===== config.mk =====
export PLATFORM = sky130hd
export DESIGN_NAME = pipe_hazard_scoreboard
export DESIGN_NICKNAME = d
export VERILOG_FILES = /design/src/rtl/pipe_hazard_scoreboard.sv
export SDC_FILE = /design/constraint.sdc
export NUM_CORES = 1
export LEC_CHECK = 0
export ABC_AREA = 1
export CORE_MARGIN = 10
export CORE_UTILIZATION = 30
export DETAILED_ROUTE_END_ITERATION = 6
export GPL_TIMING_DRIVEN = 0
export PLACE_DENSITY = 0.45
export SLEW_MARGIN = 40
export SYNTH_ARGS = -nofsm -noshare
export SYNTH_HDL_FRONTEND = slang
export SYNTH_SLANG_ARGS = --single-unit

===== constraint.sdc =====
create_clock -name clk -period 4.15 [get_ports clk]
set_clock_uncertainty 0.1 [all_clocks]
set_input_delay 0.83 -clock clk [delete_from_list [all_inputs] [get_ports clk]]
set_output_delay 0.83 -clock clk [all_outputs]
set_load 0.01 [all_outputs]

===== src/rtl/pipe_hazard_scoreboard.sv =====
// Issue-stage hazard controller for the F/D/I/E/M/W pipeline.
// Tracks pending register writes, stalls F/D/I on RAW hazards and sequences
// the branch-taken flush.
//
// Optional build macro: HAZARD_LOADUSE_ONLY_EN
//   When defined, adds input m_memread_e and stalls only on single-cycle
//   load-use (source == e_dst while EX is a load). The scoreboard is still kept.
//
// Ports
//   clk, rst                 clock, asynchronous active-high reset
//   i_valid                  issue stage holds a real instruction
//   i_rs/i_rt, i_use_rs/rt   source registers and their use flags
//   i_regwrite, i_dst        issuing instruction's destination
//   e_regwrite, e_dst        EX-stage destination (squashed on flush)
//   w_regwrite, w_dst        writeback this cycle
//   pc_src                   branch taken, resolved in M
//   m_memread_e              (macro only) EX instruction is a load
//   stall_fd                 hold PC, IFID and IDIS (combinational)
//   bubble_i                 load NOP controls into ISEX (combinational)
//   flush_fd                 clear IFID, IDIS, ISEX at next edge (combinational)
//   pending                  bit r set while register r has writes in flight
//   stall_cnt                saturating count of stall_fd cycles
module pipe_hazard_scoreboard #(
  parameter int unsigned NREG      = 32,
  parameter int unsigned CNT_W     = 2,
  parameter int unsigned FLUSH_CYC = 1
) (
  input  logic            clk,
  input  logic            rst,
  input  logic            i_valid,
  input  logic [4:0]      i_rs,
  input  logic [4:0]      i_rt,
  input  logic            i_use_rs,
  input  logic            i_use_rt,
  input  logic            i_regwrite,
  input  logic [4:0]      i_dst,
  input  logic            e_regwrite,
  input  logic [4:0]      e_dst,
  input  logic            w_regwrite,
  input  logic [4:0]      w_dst,
  input  logic            pc_src,
`ifdef HAZARD_LOADUSE_ONLY_EN
  input  logic            m_memread_e,
`endif
  output logic            stall_fd,
  output logic            bubble_i,
  output logic            flush_fd,
  output logic [NREG-1:0] pending,
  output logic [15:0]     stall_cnt
);

  localparam int unsigned FCNT_W    = 3;
  localparam int          CNT_MAX_I = (1 << CNT_W) - 1;
  localparam logic [CNT_W-1:0]  CNT_ONE   = CNT_W'(1);
  localparam logic [FCNT_W-1:0] FCNT_LOAD = FCNT_W'(FLUSH_CYC - 1);

  typedef enum logic {S_RUN, S_FLUSH} state_e;

  state_e              state_q;
  logic [FCNT_W-1:0]   fcnt_q;
  logic [CNT_W-1:0]    cnt_q [NREG];
  logic [CNT_W-1:0]    cnt_d [NREG];
  logic [15:0]         stall_cnt_q;

  logic                hazard;
  logic                fire;
  logic                range_err;
  logic [CNT_W-1:0]    rs_cnt;
  logic [CNT_W-1:0]    rt_cnt;
  logic                rs_busy;
  logic                rt_busy;

  // Source busy test; a sole in-flight write retiring this cycle is bypassed
  // by the register bank's write-through.
  always_comb begin
    rs_cnt  = cnt_q[i_rs];
    rt_cnt  = cnt_q[i_rt];
    rs_busy = i_use_rs && (i_rs != 5'd0) && (rs_cnt != '0) &&
              !(w_regwrite && (w_dst == i_rs) && (rs_cnt == CNT_ONE));
    rt_busy = i_use_rt && (i_rt != 5'd0) && (rt_cnt != '0) &&
              !(w_regwrite && (w_dst == i_rt) && (rt_cnt == CNT_ONE));
`ifdef HAZARD_LOADUSE_ONLY_EN
    // ALU results are forwarded; only a load in EX cannot be bypassed in time.
    hazard = m_memread_e &&
             ((i_use_rs && (i_rs != 5'd0) && (i_rs == e_dst)) ||
              (i_use_rt && (i_rt != 5'd0) && (i_rt == e_dst)));
`else
    hazard = rs_busy || rt_busy;
`endif
  end

  // Pipeline control; a taken branch overrides any stall.
  always_comb begin
    flush_fd = !rst && pc_src;
    stall_fd = !rst && (state_q == S_RUN) && !pc_src && i_valid && hazard;
    bubble_i = !rst && ((state_q == S_FLUSH) || stall_fd);
    fire     = (state_q == S_RUN) && i_valid && !hazard && !pc_src;
  end

  // Per-register count update: issue increments, writeback and flush squash
  // decrement; an out-of-range result holds the old value.
  always_comb begin
    range_err = 1'b0;
    for (int r = 0; r < int'(NREG); r++) begin
      logic inc;
      logic dec_w;
      logic dec_e;
      int   nxt;
      cnt_d[r] = cnt_q[r];
      inc   = fire && i_regwrite && (i_dst == 5'(r)) && (r != 0);
      dec_w = w_regwrite && (w_dst == 5'(r)) && (r != 0);
      dec_e = pc_src && e_regwrite && (e_dst == 5'(r)) && (r != 0);
      nxt   = int'(cnt_q[r]) + (inc ? 1 : 0) - (dec_w ? 1 : 0) - (dec_e ? 1 : 0);
      if ((nxt < 0) || (nxt > CNT_MAX_I)) begin
        range_err = 1'b1;
      end else begin
        cnt_d[r] = CNT_W'(nxt);
      end
    end
  end

  always_comb begin
    for (int r = 0; r < int'(NREG); r++) begin
      pending[r] = (cnt_q[r] != '0);
    end
  end

  assign stall_cnt = stall_cnt_q;

  // Scoreboard, flush sequencer and stall counter.
  always_ff @(posedge clk or posedge rst) begin
    if (rst) begin
      state_q     <= S_RUN;
      fcnt_q      <= '0;
      stall_cnt_q <= '0;
      for (int r = 0; r < int'(NREG); r++) begin
        cnt_q[r] <= '0;
      end
    end else begin
      for (int r = 0; r < int'(NREG); r++) begin
        cnt_q[r] <= cnt_d[r];
      end
      if (stall_fd && (stall_cnt_q != 16'hFFFF)) begin
        stall_cnt_q <= stall_cnt_q + 16'd1;
      end
      case (state_q)
        S_RUN: begin
          if (pc_src) begin
            state_q <= S_FLUSH;
            fcnt_q  <= FCNT_LOAD;
          end
        end
        S_FLUSH: begin
          if (pc_src) begin
            fcnt_q <= FCNT_LOAD;
          end else if (fcnt_q == '0) begin
            state_q <= S_RUN;
          end else begin
            fcnt_q <= fcnt_q - FCNT_W'(1);
          end
        end
        default: state_q <= S_RUN;
      endcase
    end
  end

  // A counter leaving its range means the pipeline and scoreboard disagree.
  always_ff @(posedge clk) begin
    if (!rst) begin
      assert (!range_err)
        else $error("pipe_hazard_scoreboard: pending counter out of range");
    end
  end

endmodule


==> results of run 1 <==
repair_timing:
| action | 4_1_cts | 5_1_grt |
|---|---|---|
| hold buffers | 0 | 0 |
| buffers inserted | 9 | 19 |
| setup endpoints to repair | 64 | 63 |
| pin swaps | 38 | 74 |
| resized for setup | 77 | 205 |
| cloned | 3 | 4 |
sequential cells by signal, summed over array words and instances, names as in the netlist:
register / count
stall_cnt: 16
fcnt_q: 3
state_q: 1
cnt_q: 62
kinds of logic (layout without fill, tap and decap cells):
family,Yosys count,count (layout),share of synthesized area (%)
AOI/OAI and AO/OA,171,171,10.0
adders and majority gates,189,189,26.5
muxes,1,1,0.102
and+or+nand+nor,620,620,26.7
buffers and inverters,282,411,11.8
DFF,82,82,20.9
other,1,2,0.0382
xor gates and xnor gates,45,45,4.02
worst max-delay path, delay by kind of cell:
family | cells | cell delay [ns]
AOI/OAI and AO/OA | 3 | 0.35
and+or+nand+nor | 11 | 1.00
adders and majority gates | 4 | 1.16
buffers and inverters | 7 | 0.83
layout make-up:
type                            count  area share [%]
Multi-Input combinational cell   1027            57.5
Sequential cell                    82            16.2
Timing Repair Buffer              113            8.85
Inverter                          242            7.41
Tap cell                          442            4.36
Buffer                             40            3.42
Clock buffer                        9            1.77
Clock inverter                      7           0.473
Antenna cell                        1          0.0197
cells in the final DEF (no fill, tap or decap), types with 33 or more instances in the layout:
| cell | n |
|---|---|
| sky130_fd_sc_hd__nor2_1 | 96 |
| sky130_fd_sc_hd__o211ai_1 | 48 |
| sky130_fd_sc_hd__o21ai_0 | 47 |
| sky130_fd_sc_hd__nand2_1 | 339 |
| sky130_fd_sc_hd__dfrtp_1 | 82 |
| sky130_fd_sc_hd__inv_1 | 211 |
| sky130_fd_sc_hd__nand3_1 | 101 |
| sky130_fd_sc_hd__a21oi_1 | 33 |
| sky130_fd_sc_hd__ha_1 | 110 |
| sky130_fd_sc_hd__clkdlybuf4s50_1 | 66 |
| sky130_fd_sc_hd__xor2_1 | 42 |
routing by layer:
metal	routed length [um]	global-route usage, %
met5	0	0
met4	1130	7.11
met3	1790	2.69
met2	15800	25.8
met1	15900	21.9
worst paths after layout:
check	start	end	slack, ns	cells past startpoint
worst max-delay path	i_rs[1]	cnt_q[55]	0.11	25
worst min register to register	stall_cnt[15]	stall_cnt[15]	0.40	2
max in group asynchronous	rst	cnt_q[45]	2.57	3
worst min-delay path	stall_cnt[15]	stall_cnt[15]	0.40	2
min in group asynchronous	rst	stall_cnt[15]	0.82	2
worst max register to register	cnt_q[21]	cnt_q[55]	0.28	24
power groups by stage:
stage	clock network [mW]	logic, mW	registers (mW)
after detailed placement	0	2.33	1.34
after global routing	0.886	2.90	1.37
after floorplan	0	1.46	1.25
after CTS	0.864	2.38	1.32
after global placement	0	2.29	1.34
final	0.832	2.56	1.33
per-stage QoR:
stage	setup TNS (ns)	cell area, um^2	hold WS (ns)	total power, mW
after floorplan	0	9820	0.381	2.71
after global placement	-140.06	11100	0.390	3.63
after detailed placement	-61.28	11200	0.389	3.67
after CTS	-0.0293	11800	0.412	4.57
after global routing	-2.59	12700	0.446	5.15
final	0	12700	0.403	4.72
==> results.rst, run 1 <==
.. list-table::
   :header-rows: 1

   * - Metric
     - Value
   * - Power share of the sequential group
     - between 20% and 30%
   * - Switch share
     - between 40 and 50%
   * - Initial DRT Pass Iterations
     - 5
   * - Count of endpoints failing hold in the final timing report
     - 0
   * - Transition time at the pin with the least slew margin
     - 0.845 ns
   * - Most area-hungry cell type in the Yosys netlist
     - sky130_fd_sc_hd__dfrtp_1
   * - Storage element area
     - 0.00205 mm^2
   * - Capturing element type of the critical path
     - flip-flop
   * - Per-instance average area after synthesis
     - about 7.1 um^2
   * - Number of nets in the layout
     - 1738
   * - I/O pins
     - 85
   * - Pins over their slew limit
     - 0
   * - Insertion delay to the later sink of the worst-skew pair
     - 0.37 ns
   * - H-tree Lvls
     - 3
   * - GRT Resource Usage Total
     - 16.5%
   * - Post-synthesis instance area
     - 0.00982 mm^2
   * - Routed vias
     - 9549
   * - Sort of element at the start of the critical path
     - primary input
   * - Number of enable-type register cells in the synthesized netlist
     - 0
   * - Number of vias per cell after detailed routing
     - between 4 and 5
   * - Final global-route overflow total
     - 0
   * - Switching pwr
     - 2.18 mW
   * - Fraction of power consumed by combinational cells
     - about 54%
   * - Total placed cells including tap cells
     - 1911
   * - Overall die height
     - around 200 um
   * - GP Congestion
     - 0.970
   * - Fraction of the cycle the final worst path needs
     - 97.4%
   * - Sequential area share after synthesis
     - 20.9%
   * - Final-report setup violation count
     - 0
   * - Vias in the first global route
     - slightly below 9000
   * - Dpl hpwl
     - 27700 um
   * - Count of unique library cells instantiated by Yosys
     - 31
   * - Flop and latch count out of synthesis
     - 82
   * - Unrepaired setup endpoints after global routing
     - yes
   * - Int Pwr
     - 2.54 mW
   * - PD cells
     - roughly 370 mW/mm^2
   * - Root Buffer Master
     - sky130_fd_sc_hd__clkbuf_16
   * - Clock transition time at the flip-flop clock pins of the worst setup and hold paths
     - 0.08 ns
   * - Max cap viols
     - 0
   * - Data arrival time of the critical path
     - between 4 and 5 ns
   * - Result of the run
     - completed
   * - Cell types with the largest area share after synthesis
     - sky130_fd_sc_hd__dfrtp_1 (21%), sky130_fd_sc_hd__ha_1 (20%), sky130_fd_sc_hd__nand2_1 (13%)
   * - Die width
     - about 200 um
   * - Post-synthesis cell count
     - 1391
   * - Share of the synthesized area in the top cell type
     - a little over a fifth
   * - Detailed router's first-iteration violation count
     - 647
   * - Number of standard cells in the final layout excluding fillers
     - ~2000
   * - DRC viols
     - 0
   * - Worst Setup Path Type
     - primary input to flip-flop
   * - Pin count of the biggest net entering global routing
     - 43
   * - Routed Antenna Nets
     - 0
   * - Normalized max-slew margin
     - 43.7%
   * - Final Routed Wirelength
     - 34600 um
   * - Std-Cell Rows
     - 66
   * - Average routed wire per standard cell
     - about 18 um
   * - Die Outline Area
     - about 0.040 mm^2
   * - Clock group share of total power
     - 17.6%
   * - Largest stage delay on the critical path
     - 0.45 ns
   * - Library cell with the highest instance count after synthesis
     - sky130_fd_sc_hd__nand2_1
   * - Standard cell core area
     - 0.0324 mm^2
   * - Relative area change from synthesis to final layout
     - 29.3%
   * - TritonCTS clock tree
     - yes
   * - Count of buffers inserted at the top-level ports
     - 77
   * - Async S/R FF share, synth
     - 100%
   * - Initial cell density of the core
     - 30.3%
   * - Critical path's slowest cell
     - sky130_fd_sc_hd__fa_1
   * - Net count of the mapped netlist
     - 1614
   * - Total leakage power
     - 5.89 nW
   * - Fin crit period
     - 4.04 ns
   * - Synth cell count leaders
     - sky130_fd_sc_hd__nand2_1 (341), sky130_fd_sc_hd__inv_1 (238), sky130_fd_sc_hd__ha_1 (158)
   * - Number of buffers added by the clock tree synthesis step
     - 9
   * - Yosys warning total
     - 0
   * - Required time of the critical path
     - 4.30 ns
   * - Min setup slack post-route
     - 0.106 ns
   * - Dominant synthesized flop cell
     - sky130_fd_sc_hd__dfrtp_1
   * - Maximum clock frequency
     - ~250 MHz
   * - Final standard cell utilization of the core
     - 39.2%
   * - Fraction of layout instances using a drive strength above 1
     - 15.1%
   * - Multi-input logic area
     - ~0.0073 mm^2
   * - Class of the tightest hold or removal check
     - flip-flop to flip-flop
   * - Minimum setup slack after placement
     - -1.10 ns
   * - Peak supply drop
     - around 210 uV
   * - Antenna violations before repair
     - 0
   * - Wire length of the first global-routing pass
     - 51900 um
   * - Count of clock tree sinks
     - 82
   * - Fill cell count
     - 3476
   * - Largest fanout of any net on the critical path
     - 8
   * - Longest Clk Path Bufs
     - 2
Note: power is estimated with default switching activity, not from simulation.
==> run 2, diff against run 1 <==
--- a/config.mk
+++ b/config.mk
@@ -6,11 +6,12 @@
 export NUM_CORES = 1
 export LEC_CHECK = 0
 export ABC_AREA = 1
+export CAP_MARGIN = 20
 export CORE_MARGIN = 10
-export CORE_UTILIZATION = 30
+export CORE_UTILIZATION = 60
 export DETAILED_ROUTE_END_ITERATION = 6
 export GPL_TIMING_DRIVEN = 0
-export PLACE_DENSITY = 0.45
+export PLACE_DENSITY = 0.8
 export SLEW_MARGIN = 40
 export SYNTH_ARGS = -nofsm -noshare
 export SYNTH_HDL_FRONTEND = slang
==> results.rst, run 2 (synthesis results as in run 1) <==
.. list-table::
   :header-rows: 1

   * - Metric
     - Value
   * - Result of the run
     - finished, violations left
   * - Failing checks
     - negative setup slack
   * - Die width
     - 148 um (-26%)
   * - PD cells
     - 384 mW/mm^2 (+3.3%)
   * - Standard cell core area
     - 0.0159 mm^2 (-51%)
   * - Vias in the first global route
     - 9651 (+8.1%)
   * - Insertion delay to the later sink of the worst-skew pair
     - 0.36 ns (about the same)
   * - Total placed cells including tap cells
     - 1685 (-12%)
   * - Routed vias
     - 10300 (+8.0%)
   * - Max reg flops
     - 62 (unchanged)
   * - Wire length of the first global-routing pass
     - 48800 um (-6.1%)
   * - Global routing met2 resource utilization
     - 46.9% (+21 points)
   * - Unrepaired setup endpoints after global routing
     - yes
   * - Initial cell density of the core
     - 61.6% (+31 points)
   * - Initial DRT Pass Iterations
     - 6 (+1)
   * - Worst Setup Path Type
     - primary input to flip-flop
   * - Class of the tightest hold or removal check
     - flip-flop to flip-flop
   * - Final-report setup violation count
     - 4 (+4)
   * - I/O pins
     - 85 (unchanged)
   * - Met3 track demand over resource in global routing
     - 8.24% (+5.5 points)
   * - Dpl hpwl
     - 24200 um (-13%)
   * - Overall die height
     - 148 um (-26%)
   * - Number of vias per cell after detailed routing
     - 5.89 (+21%)
   * - Average routed wire per standard cell
     - 19.3 um (+9.7%)
   * - Worst path top cell family by delay
     - adder cells
   * - Routed Antenna Nets
     - 0 (unchanged)
   * - Detailed router's first-iteration violation count
     - 1137 (+76%)
   * - H-tree Lvls
     - 3 (unchanged)
   * - Root Buffer Master
     - sky130_fd_sc_hd__clkbuf_16
   * - Number of buffers added by the clock tree synthesis step
     - 9 (unchanged)
   * - Pin count of the biggest net entering global routing
     - 45 (+4.7%)
   * - Final global-route overflow total
     - 0 (unchanged)
   * - Peak supply drop
     - 373 uV (+78%)
   * - TritonCTS clock tree
     - yes
   * - Count of buffers inserted at the top-level ports
     - 77 (unchanged)
   * - Capturing element type of the critical path
     - flip-flop
   * - Largest fanout of any net on the critical path
     - 7 (-1)
   * - Final Routed Wirelength
     - 33800 um (-2.3%)
   * - Required time of the critical path
     - 4.33 ns (+0.03 ns)
   * - Busiest metal layer after global routing
     - met2
   * - Maximum clock frequency
     - 237 MHz (-4.0%)
   * - Diodes inserted
     - 0 (-1)
   * - TNS Setup
     - -0.118 ns (-0.118 ns)
   * - GR Util met1
     - 32.7% (+11 points)
   * - Relative area change from synthesis to final layout
     - 28.9%
   * - Data arrival time of the critical path
     - 4.39 ns (+0.20 ns)
   * - Count of clock tree sinks
     - 82 (unchanged)
   * - Die Outline Area
     - 0.0219 mm^2 (-46%)
   * - Most common library cell in the layout ignoring fill and taps
     - sky130_fd_sc_hd__nand2_1
   * - Fraction of the cycle the final worst path needs
     - 102% (+4.1 points)
   * - Number of nets in the layout
     - 1752 (+0.81%)
   * - GP Congestion
     - 1.02 (+5.4%)
   * - Antenna violations before repair
     - 0 (unchanged)
   * - Register with the highest flop count
     - cnt_q
   * - Critical path's slowest cell
     - sky130_fd_sc_hd__fa_1
   * - Pins over their slew limit
     - 0 (unchanged)
   * - Leading cell types in the layout, fill and taps excluded
     - sky130_fd_sc_hd__nand2_1 (338), sky130_fd_sc_hd__inv_1 (210), sky130_fd_sc_hd__ha_1 (108)
   * - Total leakage power
     - 5.99 nW (+1.8%)
   * - Sort of element at the start of the critical path
     - primary input
   * - Fraction of layout instances using a drive strength above 1
     - 16.4% (+1.3 points)
   * - Normalized max-slew margin
     - 42.9% (-0.78 points)
   * - Std-Cell Rows
     - 46 (-30%)
   * - Count of endpoints failing hold in the final timing report
     - 0 (unchanged)
   * - Layout Cell Area excl Fill
     - 0.0127 mm^2 (-0.30%)
   * - DRC viols
     - 0 (unchanged)
   * - Min setup slack post-route
     - -0.0640 ns (-0.170 ns)
   * - Max cap viols
     - 0 (unchanged)
   * - Largest stage delay on the critical path
     - 0.56 ns (+0.11 ns)
   * - Transition time at the pin with the least slew margin
     - 0.856 ns (+0.0118 ns)
   * - Longest Clk Path Bufs
     - 2 (unchanged)
   * - Top cell by count, worst path
     - sky130_fd_sc_hd__nand3_1
   * - Bufs and invs on worst path
     - 7 (unchanged)
   * - Total power after layout
     - 4.86 mW (+3.0%)
   * - Fin crit period
     - 4.21 ns (+0.170 ns)
   * - Number of standard cells in the final layout excluding fillers
     - 1749 (-11%)
   * - Post-placement cell area
     - 0.0109 mm^2 (-2.6%)
   * - Clock transition time at the flip-flop clock pins of the worst setup and hold paths
     - 0.07 ns (about the same)
   * - GRT Resource Usage Total
     - 28.1% (+12 points)
run 2: changes by cell type in the layout (fill, tap and decap cells not counted), sizes merged, moves of 2 or more:
cell / previous run / this run
clkbuf: 31 / 34
clkinv: 6 / 3
buf: 63 / 73
clkinvlp: 0 / 2
dlygate4sd2: 1 / 3
run 2: repair_timing:
item / 4_1_cts / 5_1_grt
pin swaps: 20 / 122
endpoints found under the setup margin: 64 / 64
resized for setup: 69 / 236
hold buffers: 0 / 0
hold endpoints to repair: 0 / 0
setup buffers: 12 / 26
gates cloned: 4 / 7
run 2: cell type report:
| cell class | count | area [um^2] |
|---|---|---|
| Multi-Input combinational cell | 1027 | 7350 |
| Timing Repair Buffer | 127 | 1310 |
| Clock buffer | 9 | 225 |
| Fill cell | 1118 | 3290 |
| Tap cell | 216 | 270 |
| Sequential cell | 82 | 2050 |
| Clock inverter | 6 | 67.6 |
| Inverter | 242 | 943 |
| Buffer | 40 | 444 |
run 2: worst reg2reg max path: stages, from the launching register on:
cell                       delay (ns)
sky130_fd_sc_hd__dfrtp_1         0.44
sky130_fd_sc_hd__inv_1           0.14
sky130_fd_sc_hd__nand2_1         0.07
sky130_fd_sc_hd__nand3_1         0.08
sky130_fd_sc_hd__nand3_1         0.07
sky130_fd_sc_hd__nand3_1         0.14
sky130_fd_sc_hd__nand3_1         0.14
sky130_fd_sc_hd__nand3_1         0.11
sky130_fd_sc_hd__nand2_1         0.07
sky130_fd_sc_hd__nand2_2         0.09
sky130_fd_sc_hd__nand2_4         0.07
sky130_fd_sc_hd__nor2_4          0.11
sky130_fd_sc_hd__buf_12          0.16
sky130_fd_sc_hd__buf_8           0.15
sky130_fd_sc_hd__nand3_2         0.12
sky130_fd_sc_hd__ha_4            0.29
sky130_fd_sc_hd__inv_1           0.06
sky130_fd_sc_hd__ha_1            0.14
sky130_fd_sc_hd__inv_1           0.07
sky130_fd_sc_hd__fa_1            0.56
sky130_fd_sc_hd__ha_2            0.20
sky130_fd_sc_hd__a21oi_1         0.04
sky130_fd_sc_hd__o211ai_1        0.31
sky130_fd_sc_hd__nand2_1         0.10
sky130_fd_sc_hd__o21ai_0         0.09
run 2: metrics by stage:
stage	hold WS (ns)	util (%)	setup slack, ns
floorplan	0.381	-	0.232
detailed placement	0.386	68.3	-0.950
global route	0.456	79.4	-0.208
finish	0.414	79.4	-0.0640
global placement	0.390	68.1	-0.931
CTS	0.416	71.9	0.00515
run 2: worst paths after layout:
kind	start	end	slack, ns	cells after the start
hold / removal	stall_cnt[8]	stall_cnt[8]	0.41	2
min in group asynchronous	rst	stall_cnt[12]	0.85	2
setup / recovery	i_rt[0]	cnt_q[55]	-0.06	26
hold reg to reg	stall_cnt[8]	stall_cnt[8]	0.41	2
max in group asynchronous	rst	cnt_q[32]	2.52	3
setup reg to reg	cnt_q[2]	cnt_q[55]	0.16	24
run 2: where the power goes:
group	total, mW	internal [mW]	switching [mW]
clock	0.836	0.465	0.371
sequential	1.34	1.02	0.322
combinational	2.69	1.17	1.51
run 2: metal layers:
layer,routed length (um),vias up
met5,0,-
met4,1940,0
met3,3430,160
met2,15700,581
met1,12700,4788
li1,-,4780
==> run 3, diff against run 2 <==
--- a/config.mk
+++ b/config.mk
@@ -12,7 +12,6 @@
 export DETAILED_ROUTE_END_ITERATION = 6
 export GPL_TIMING_DRIVEN = 0
 export PLACE_DENSITY = 0.8
-export SLEW_MARGIN = 40
 export SYNTH_ARGS = -nofsm -noshare
 export SYNTH_HDL_FRONTEND = slang
 export SYNTH_SLANG_ARGS = --single-unit
==> results.rst, run 3 (synthesis results as in run 1) <==
.. list-table::
   :header-rows: 1

   * - Metric
     - Value
   * - Clock transition time at the flip-flop clock pins of the worst setup and hold paths
     - 0.07 ns (about the same)
   * - GRT Resource Usage Total
     - 28.0% (-0.11 points)
   * - Minimum setup slack after placement
     - -0.948 ns (+0.00174 ns)
   * - Final Routed Wirelength
     - 33800 um (about the same)
   * - Detailed router's first-iteration violation count
     - 1041 (-8.4%)
   * - Layout Cell Area excl Fill
     - 0.0125 mm^2 (-1.1%)
   * - Result of the run
     - finished, violations left
   * - Number of buffers added by the clock tree synthesis step
     - 9 (unchanged)
   * - Sort of element at the start of the critical path
     - primary input
   * - Hold-fix buffers at CTS
     - 0 (unchanged)
   * - GP Congestion
     - 1.02 (unchanged)
   * - Dpl hpwl
     - 24200 um (about the same)
   * - DRC viols
     - 1 (+1)
   * - Count of buffers inserted at the top-level ports
     - 77 (unchanged)
   * - Number of nets in the layout
     - 1749 (-0.17%)
   * - Maximum clock frequency
     - 239 MHz (+0.77%)
   * - Register with the highest flop count
     - cnt_q
   * - Normalized max-slew margin
     - 44.6% (+1.7 points)
   * - End point of the most critical hold path
     - stall_cnt[15]
   * - Failing checks
     - design-rule violations, negative setup slack
   * - Hold Path Stages
     - 2 (unchanged)
   * - Total leakage power
     - 6.00 nW (about the same)
   * - Final global-route overflow total
     - 0 (unchanged)
   * - TritonCTS clock tree
     - yes
   * - Average routed wire per standard cell
     - 19.3 um (about the same)
   * - Max reg flops
     - 62 (unchanged)
   * - H-tree Lvls
     - 3 (unchanged)
   * - Fill cell count
     - 1160 (+3.8%)
   * - Leading cell types in the layout, fill and taps excluded
     - sky130_fd_sc_hd__nand2_1 (338), sky130_fd_sc_hd__inv_1 (212), sky130_fd_sc_hd__ha_1 (113)
   * - Data arrival time of the critical path
     - 4.36 ns (-0.03 ns)
   * - Fraction of layout instances using a drive strength above 1
     - 15.5% (-0.89 points)
   * - Antenna violations before repair
     - 0 (unchanged)
   * - Max cap viols
     - 0 (unchanged)
   * - Class of the tightest hold or removal check
     - flip-flop to flip-flop
   * - Routed Antenna Nets
     - 0 (unchanged)
   * - Total power after layout
     - 4.80 mW (-1.1%)
   * - Hold_sp
     - stall_cnt[15]
   * - Count of clock tree sinks
     - 82 (unchanged)
   * - Most common library cell in the layout ignoring fill and taps
     - sky130_fd_sc_hd__nand2_1
   * - Fin crit period
     - 4.18 ns (-0.0323 ns)
   * - Relative area change from synthesis to final layout
     - 27.5%
   * - Initial DRT Pass Iterations
     - 7 (+1)
   * - Crit path from
     - i_rt[0]
   * - Reg-to-Reg End
     - cnt_q[20]
   * - PD cells
     - 384 mW/mm^2 (about the same)
   * - Pins over their slew limit
     - 0 (unchanged)
   * - Number of vias per cell after detailed routing
     - 5.86 (-0.58%)
   * - Die Outline Area
     - 0.0219 mm^2 (unchanged)
   * - Capturing element type of the critical path
     - flip-flop
   * - Vias in the first global route
     - 9682 (+0.32%)
   * - Std-Cell Rows
     - 46 (unchanged)
   * - Unrepaired setup endpoints after global routing
     - yes
   * - Die width
     - 148 um (unchanged)
   * - Largest fanout of any net on the critical path
     - 7 (unchanged)
   * - Register-to-Register Setup Slack
     - 0.14 ns (-0.02 ns)
   * - Routed vias
     - 10200 (-0.69%)
   * - TNS Setup
     - -0.128 ns (-0.00966 ns)
   * - Transition time at the pin with the least slew margin
     - 0.828 ns (-0.0288 ns)
   * - Required time of the critical path
     - 4.33 ns (about the same)
   * - Insertion delay to the later sink of the worst-skew pair
     - 0.36 ns (about the same)
   * - Worst reg2reg startpoint
     - cnt_q[25]
   * - Fraction of the cycle the final worst path needs
     - 101% (-0.78 points)
   * - Initial cell density of the core
     - 61.6% (unchanged)
   * - Count of endpoints failing hold in the final timing report
     - 0 (unchanged)
   * - Root Buffer Master
     - sky130_fd_sc_hd__clkbuf_16
   * - Final-report setup violation count
     - 7 (+3)
   * - Pin count of the biggest net entering global routing
     - 45 (unchanged)
   * - Wire length of the first global-routing pass
     - 48600 um (-0.41%)
   * - Reg2Reg Depth
     - 25 (+4.2%)
   * - Post-placement cell area
     - 0.0109 mm^2 (about the same)
   * - Diodes inserted
     - 0 (unchanged)
   * - Min setup slack post-route
     - -0.0317 ns (+0.0323 ns)
   * - Longest Clk Path Bufs
     - 2 (unchanged)
   * - I/O pins
     - 85 (unchanged)
   * - Worst Setup Path Type
     - primary input to flip-flop
   * - Peak supply drop
     - 271 uV (-27%)
   * - Overall die height
     - 148 um (unchanged)
   * - Standard cell core area
     - 0.0159 mm^2 (unchanged)
==> run 3: changes by cell type in the layout (fill, tap and decap cells not counted), moves of 3 or more <==
cell                      previous run  this run
sky130_fd_sc_hd__ha_4               26        18
sky130_fd_sc_hd__nand3_2            29        33
sky130_fd_sc_hd__ha_2               24        27
sky130_fd_sc_hd__ha_1              108       113
sky130_fd_sc_hd__nand3_4            12         9
sky130_fd_sc_hd__buf_4              37        33
==> run 3: worst max-delay path by stage <==
stage                     end  slack (ns)  cells past startpoint
global placement     cnt_q[2]       -0.93                     23
CTS                 cnt_q[52]       0.001                     25
floorplan           cnt_q[61]        0.23                     23
global route        cnt_q[49]       -0.20                     26
detailed placement  cnt_q[34]       -0.95                     23
finish              cnt_q[20]       -0.03                     27
==> run 3: cell type report <==
class                   instances  area [um^2]  share of cell area (%)
clock buffers                  10          239                    1.91
repair buffers                124         1300                    10.4
well taps                     216          270                    2.16
flip-flops and latches         82         2050                    16.4
multi-input cells            1027         7220                    57.7
plain buffers                  40          449                    3.59
clock inverters                 6         47.5                   0.380
inverters                     242          937                    7.49
==> run 3: per-layer routing <==
layer	routed length, um	vias up	global-route usage [%]	part of all wire (%)
met5	0	-	0	0
met4	2070	0	15.2	6.1
met3	3420	170	7.17	10
met2	15400	577	45.8	46
met1	12900	4715	32.9	38
li1	-	4776	-	-
==> run 3: timing repair <==
item / in CTS / in global routing
setup endpoints to repair: 64 / 63
gates resized for setup: 83 / 197
setup buffers: 12 / 22
cloned: 4 / 8
pin swaps: 43 / 120
endpoints found under the hold margin: 0 / 0
==> run 3: worst max-delay path, stage by stage <==
cell	delay (ns)
sky130_fd_sc_hd__buf_12	0.13
sky130_fd_sc_hd__inv_8	0.08
sky130_fd_sc_hd__buf_8	0.13
sky130_fd_sc_hd__a21oi_1	0.06
sky130_fd_sc_hd__o21ai_1	0.10
sky130_fd_sc_hd__nand3_1	0.13
sky130_fd_sc_hd__nand3_1	0.12
sky130_fd_sc_hd__nand3_1	0.09
sky130_fd_sc_hd__nand2_1	0.09
sky130_fd_sc_hd__nand2_1	0.06
sky130_fd_sc_hd__nand2_2	0.09
sky130_fd_sc_hd__nand2_4	0.07
sky130_fd_sc_hd__nor2_4	0.10
sky130_fd_sc_hd__buf_12	0.15
sky130_fd_sc_hd__buf_8	0.14
sky130_fd_sc_hd__nand3_2	0.07
sky130_fd_sc_hd__ha_1	0.32
sky130_fd_sc_hd__inv_1	0.06
sky130_fd_sc_hd__ha_2	0.16
sky130_fd_sc_hd__inv_2	0.05
sky130_fd_sc_hd__fa_1	0.58
sky130_fd_sc_hd__ha_2	0.24
sky130_fd_sc_hd__a21oi_2	0.04
sky130_fd_sc_hd__o211ai_1	0.16
sky130_fd_sc_hd__buf_4	0.17
sky130_fd_sc_hd__nand2_2	0.07
sky130_fd_sc_hd__o21ai_2	0.07
==> run 3: where the power goes <==
| part | switching, mW | internal [mW] | leakage [nW] | total (mW) |
|---|---|---|---|---|
| sequential | 0.316 | 1.02 | 1.09 | 1.33 |
| clock | 0.388 | 0.429 | 0.140 | 0.818 |
| combinational | 1.50 | 1.15 | 4.77 | 2.65 |
==> run 3: stage by stage <==
step / cells / utilization [%] / hold slack [ns]
4_1_cts: 1717 / 72.2 / 0.416
3_5_place_dp: 1685 / 68.2 / 0.386
6_report: 1747 / 78.5 / 0.414
3_3_place_gp: 1684 / 68.1 / 0.390
5_1_grt: 1747 / 78.5 / 0.454
2_1_floorplan: 1391 / - / 0.381
